[config.mk]
export PLATFORM = sky130hd
export DESIGN_NAME = shift_chain_sequencer
export DESIGN_NICKNAME = d
export VERILOG_FILES = /design/src/rtl/shift_chain_sequencer.sv
export SDC_FILE = /design/constraint.sdc
export NUM_CORES = 1
export LEC_CHECK = 0
export CORE_MARGIN = 2
export CORE_UTILIZATION = 50
export CTS_CLUSTER_SIZE = 20
export DETAILED_ROUTE_END_ITERATION = 10
export HOLD_SLACK_MARGIN = 0.15
export PLACE_DENSITY = 0.75
export SKIP_LAST_GASP = 1
export SLEW_MARGIN = 10
export SYNTH_ARGS = -nofsm -noshare
export SYNTH_HDL_FRONTEND = slang
export SYNTH_SLANG_ARGS = --single-unit
[constraint.sdc]
create_clock -name clk -period 1.7 [get_ports clk]
set_input_delay 0.34 -clock clk [delete_from_list [all_inputs] [get_ports clk]]
set_output_delay 0.34 -clock clk [all_outputs]
set_load 0.03 [all_outputs]
[src/rtl/shift_chain_sequencer.sv]
// ---------------------------------------------------------------------------
// shift_chain_sequencer
//
// Purpose:
//   Feeds parallel words, one at a time, into an external free-running serial
//   shift-register chain. Each word is driven LSB first on sr_d. The bits are
//   recaptured from sr_dout LATENCY cycles later, and the rebuilt word is
//   returned on a valid/ready output. Only one word is in flight at a time.
//
// Parameters:
//   WIDTH    word width in bits (>= 1)
//   LATENCY  cycles from a bit on sr_d to that bit on sr_dout (>= 1)
//
// Ports:
//   clk        system clock, rising edge
//   reset      asynchronous reset, active low (0 = in reset)
//   in_valid   producer has a word on in_data
//   in_ready   controller can accept a word (only in IDLE)
//   in_data    word to send through the chain
//   sr_d       serial bit to the chain input (driven from a flop)
//   sr_dout    serial bit from the chain output
//   out_valid  recaptured word available on out_data
//   out_ready  consumer accepts the word
//   out_data   word recaptured from the chain
//   mismatch   (only with SHIFT_CHAIN_SEQUENCER_CHECK_EN) recaptured word
//              differs from the word that was sent
//
// Optional feature:
//   Define SHIFT_CHAIN_SEQUENCER_CHECK_EN to add the mismatch port and the
//   sent-versus-received compare. Without it the port and logic are absent.
// ---------------------------------------------------------------------------
module shift_chain_sequencer #(
    parameter int WIDTH   = 8,
    parameter int LATENCY = 4
) (
    input  logic             clk,
    input  logic             reset,
    input  logic             in_valid,
    output logic             in_ready,
    input  logic [WIDTH-1:0] in_data,
    output logic             sr_d,
    input  logic             sr_dout,
    output logic             out_valid,
    input  logic             out_ready,
    output logic [WIDTH-1:0] out_data
`ifdef SHIFT_CHAIN_SEQUENCER_CHECK_EN
    ,
    output logic             mismatch
`endif
);

    // Counter must hold values up to WIDTH+LATENCY-1 without wrapping.
    localparam int CW = $clog2(WIDTH + LATENCY + 1);
    localparam logic [CW-1:0] LAST = CW'(WIDTH + LATENCY - 1);

    localparam logic [1:0] IDLE  = 2'd0;
    localparam logic [1:0] SHIFT = 2'd1;
    localparam logic [1:0] DONE  = 2'd2;

    logic [1:0]       state;
    logic [CW-1:0]    cnt;
    logic [WIDTH-1:0] tx;
    logic [WIDTH-1:0] rx;
    logic [WIDTH-1:0] rx_next;
    logic             next_bit;

    // NOTE: in_ready is gated by reset so it reads 0 for the whole time reset
    // is asserted, even though the state register already sits at IDLE.
    assign in_ready = reset && (state == IDLE);

    // rx_next merges the bit arriving this cycle. On the last SHIFT cycle
    // this makes the final bit part of the word handed to out_data.
    always_comb begin
        rx_next = rx;
        for (int i = 0; i < WIDTH; i++) begin
            if (cnt == CW'(i + LATENCY)) rx_next[i] = sr_dout;
        end
    end

    // sr_d is a flop, so its next value is the bit for cnt+1. Past the end
    // of the word it is zero, which also flushes the chain.
    always_comb begin
        next_bit = 1'b0;
        for (int i = 1; i < WIDTH; i++) begin
            if (cnt == CW'(i - 1)) next_bit = tx[i];
        end
    end

    // NOTE: all state below uses non-blocking assignments so every register
    // samples the pre-edge values; a blocking chain here would collapse stages.
    always_ff @(posedge clk or negedge reset) begin
        if (!reset) begin
            state     <= IDLE;
            cnt       <= '0;
            tx        <= '0;
            rx        <= '0;
            sr_d      <= 1'b0;
            out_valid <= 1'b0;
            out_data  <= '0;
`ifdef SHIFT_CHAIN_SEQUENCER_CHECK_EN
            mismatch  <= 1'b0;
`endif
        end else begin
            case (state)
                IDLE: begin
                    if (in_valid) begin
                        tx    <= in_data;
                        rx    <= '0;
                        cnt   <= '0;
                        sr_d  <= in_data[0];
                        state <= SHIFT;
                    end
                end

                SHIFT: begin
                    rx   <= rx_next;
                    sr_d <= next_bit;
                    if (cnt == LAST) begin
                        out_data  <= rx_next;
                        out_valid <= 1'b1;
                        state     <= DONE;
`ifdef SHIFT_CHAIN_SEQUENCER_CHECK_EN
                        mismatch  <= (rx_next != tx);
`endif
                    end else begin
                        cnt <= cnt + CW'(1);
                    end
                end

                DONE: begin
                    if (out_ready) begin
                        out_valid <= 1'b0;
                        state     <= IDLE;
`ifdef SHIFT_CHAIN_SEQUENCER_CHECK_EN
                        mismatch  <= 1'b0;
`endif
                    end
                end

                default: state <= IDLE;
            endcase
        end
    end

endmodule

==> impl_table.tex <==
\begin{tabular}{lr}
\hline
Metric & Value \\
\hline
\multicolumn{2}{l}{\textbf{Drt}} \\
Number of vias per cell & 5.36 \\
DR DRC count & 0 \\
Number of vias after detailed routing & 1148 \\
Routed len/inst & 13.2 microns \\
Sum of routed wire length over all layers & 2.82 mm \\
Count of antenna-violating nets left after detailed routing & 0 \\
Drt first pass iters & 4 \\
DR iter-0 viols & 29 \\
\multicolumn{2}{l}{\textbf{Timing}} \\
Unrepaired setup endpoints after global routing & false \\
Relative slew margins & 0.758 \\
Total setup violations reported at the end of the flow & 0 \\
Final hold violations & 0 \\
Final clock period utilization by the worst path & 0.936 \\
Final-layout setup total negative slack & 0 ns \\
Number of max-slew violations in the final report & 0 \\
Slew at the pin closest to its max-slew limit & 0.363 ns \\
Worst clock skew & 0.00544 ns \\
Shortest period the worst path allows & 1.59 ns \\
Fmax & 629 MHz \\
\multicolumn{2}{l}{\textbf{Worst setup path}} \\
Worst stage delay on the critical path & 0.50 ns \\
Crit path max-delay family & flip-flops \\
Sum of buffers and inverters on the critical path & 1 \\
CP Capture Type & primary output \\
Crit path max-delay cell type & sky130\_fd\_sc\_hd\_\_dfrtp\_1 \\
Setup slack, reg-to-reg & 0.12 ns \\
Data required time at the worst endpoint & 1.36 ns \\
Highest net fanout along the worst path & 10 \\
Worst EP arrival & 1.25 ns \\
Reg2Reg Launch Point & cnt[1]\$\_DFFE\_PN0P\_ \\
Startpoint type of the worst setup path & register \\
Critical path cell sequence & nor3b\_1, buf\_4 \\
Critical path type & register to primary output \\
Worst flop-to-flop path endpoint & sr\_d\$\_DFFE\_PN0P\_ \\
Worst r2r path cells & 6 \\
\multicolumn{2}{l}{\textbf{Clocking}} \\
TritonCTS clock tree & done \\
Buffer depth of the longest clock path & 2 \\
Level count of the clock H-tree & 2 \\
Clock latency at the later pin of the worst-skew pair & 0.33 ns \\
Post-CTS setup buffer count & 0 \\
Post-CTS Hold Buffers & 0 \\
Clock Pin Slew Worst Setup and Hold Paths & 0.09 ns \\
\# clock sinks & 30 \\
CTS buffer count & 5 \\
Root buf cell & sky130\_fd\_sc\_hd\_\_clkbuf\_4 \\
\multicolumn{2}{l}{\textbf{Layout}} \\
Commonest cells after routing, fill and taps aside & sky130\_fd\_sc\_hd\_\_dfrtp\_1, sky130\_fd\_sc\_hd\_\_o21ai\_0, sky130\_fd\_sc\_hd\_\_nand2\_1 \\
Fin nets & 197 \\
Area overhead of the layout relative to synthesis & 22.6\% \\
Most frequent standard cell in the layout excluding fill and tap cells & sky130\_fd\_sc\_hd\_\_dfrtp\_1 \\
Share of post-route cells with drive strength above 1 & 0.177 \\
Finished layout cell area & 1870 sq um \\
Antenna diode instance count & 0 \\
\multicolumn{2}{l}{\textbf{Global routing}} \\
Number of antenna violations at the first check in global routing & 0 \\
Vias in the first global route & 1137 \\
Largest net degree at the start of global routing & 31 \\
Congestion Overflow GR & 0 \\
Overall routing resource usage & 0.189 \\
Global-route wire length before repair & 4.89 mm \\
\multicolumn{2}{l}{\textbf{Yosys}} \\
Library cells used by synthesis & 30 \\
Main flop type after synthesis & sky130\_fd\_sc\_hd\_\_dfrtp\_1 \\
Synthesized netlist net count & 169 \\
Sequential fraction of the synthesis area & 0.491 \\
Gate count of the mapped netlist & 152 \\
Post-synth design cell area & 1530 sq um \\
Seq cells post-synth & 30 \\
Syn\_area\_per\_cell & 10.1 sq um \\
Number of synthesis warnings & 0 \\
Proportion of synthesized flip-flops having asynchronous set or reset & 1.00 \\
Number of enable-type register cells in the synthesized netlist & 0 \\
\multicolumn{2}{l}{\textbf{Floorplan}} \\
Starting density of the core & 0.513 \\
FP Rows & 20 \\
Die boundary width & 59.3 microns \\
Die Span Y & 59.3 microns \\
Boundary Pins & 24 \\
Total core area & 2980 sq um \\
Die area & 3520 sq um \\
\multicolumn{2}{l}{\textbf{Min path}} \\
Worst hold-check path type & input port to async pin \\
\multicolumn{2}{l}{\textbf{Job}} \\
Max-Cap Viols & 0 \\
\multicolumn{2}{l}{\textbf{Power and ir drop}} \\
Leakage power & 0.876 nW \\
Pwr per Cell Area & 1820 nW/um\^{}2 \\
IR drop worst, VDD & 0.000830 V \\
\multicolumn{2}{l}{\textbf{Placement}} \\
Total of buffers placed on input and output ports & 23 \\
HPWL Detailed & 2.09 mm \\
Placement-stage cell area & 1800 sq um \\
GP Congestion & 0.845 \\
\multicolumn{2}{l}{\textbf{Status}} \\
Status & finished, final reports clean \\
\hline
\end{tabular}
-- cell usage after synthesis, types with 3 or more instances --
master / number / share of area
sky130_fd_sc_hd__a21oi_1: 10 / 0.033
sky130_fd_sc_hd__buf_2: 3 / 0.0098
sky130_fd_sc_hd__dfrtp_1: 30 / 0.49
sky130_fd_sc_hd__ha_1: 4 / 0.033
sky130_fd_sc_hd__inv_1: 5 / 0.012
sky130_fd_sc_hd__mux2_2: 8 / 0.059
sky130_fd_sc_hd__mux2i_1: 7 / 0.046
sky130_fd_sc_hd__nand2_1: 21 / 0.052
sky130_fd_sc_hd__nor2_1: 8 / 0.020
sky130_fd_sc_hd__nor2b_1: 4 / 0.016
sky130_fd_sc_hd__o21ai_0: 26 / 0.085
-- timing repair --
item | CTS | global route
setup endpoints to repair | 11 | 1
resized for setup | 11 | 2
pin swaps | 0 | 0
-- through the flow --
| step | worst slack (ns) | power (mW) | util | instances | hold slack (ns) |
|---|---|---|---|---|---|
| after floorplan | 0.115 | 2.41 | - | 152 | 0.0444 |
| final | 0.109 | 3.41 | 0.629 | 214 | 0.416 |
| after CTS | 0.0334 | 3.45 | 0.628 | 214 | 0.419 |
| after global routing | 0.0127 | 3.69 | 0.629 | 214 | 0.447 |
| after global placement | 0.0588 | 2.90 | 0.605 | 206 | 0.462 |
| after detailed placement | 0.00340 | 2.97 | 0.605 | 206 | 0.470 |
-- worst max-delay path by stage --
stage                    startpoint           endpoint  slack [ns]  depth (start not counted)
4_1_cts          cnt[1]$_DFFE_PN0P_   sr_d$_DFFE_PN0P_        0.03                          6
3_5_place_dp     cnt[0]$_DFFE_PN0P_   sr_d$_DFFE_PN0P_       0.003                          6
3_3_place_gp               in_valid  tx[6]$_DFFE_PN0P_        0.06                          5
2_1_floorplan  state[0]$_DFFE_PN0P_           in_ready        0.12                          2
5_1_grt          cnt[1]$_DFFE_PN0P_   sr_d$_DFFE_PN0P_        0.01                          6
6_report       state[1]$_DFFE_PN0P_           in_ready        0.11                          2
-- per-layer routing --
| layer | wire, microns | GRT usage | up-vias |
|---|---|---|---|
| met3 | 142 | 0.0677 | 4 |
| met2 | 1390 | 0.312 | 27 |
| li1 | - | - | 578 |
| met1 | 1250 | 0.222 | 539 |
| met5 | 0 | 0 | - |
| met4 | 36 | 0.0747 | 0 |
-- final cells by class --
class / count / area [sq um]
timing repair buffer: 30 / 280
fill: 248 / 1100
clock buffer: 5 / 37.5
multi-input combinational: 108 / 704
inverter: 5 / 18.8
sequential: 30 / 752
tap: 33 / 41.3
clock inverter: 3 / 40.0
-- registers in the layout (all words and copies together) (netlist names) --
signal     cells
cnt            4
out_data       8
out_valid      1
rx             7
sr_d           1
state          2
tx             7
-- report_power, final --
part,leakage (nW),switching (mW),total (mW),internal (mW)
Clock,0.0450,0.246,0.550,0.304
Combinational,0.459,0.922,1.60,0.677
Sequential,0.373,0.220,1.26,1.04
Total,0.876,1.39,3.41,2.02
-- cells by family (layout without fill, tap and decap cells) --
family / after synthesis / count (layout) / share of synthesized area
mux: 15 / 15 / 0.105
flops: 30 / 30 / 0.491
xor+xnor: 2 / 2 / 0.0115
fa+ha+maj: 4 / 4 / 0.0327
simple gates: 45 / 45 / 0.153
buf+inv: 14 / 43 / 0.0516
compound gates: 42 / 42 / 0.155
Power figures use the tool's default switching activity.
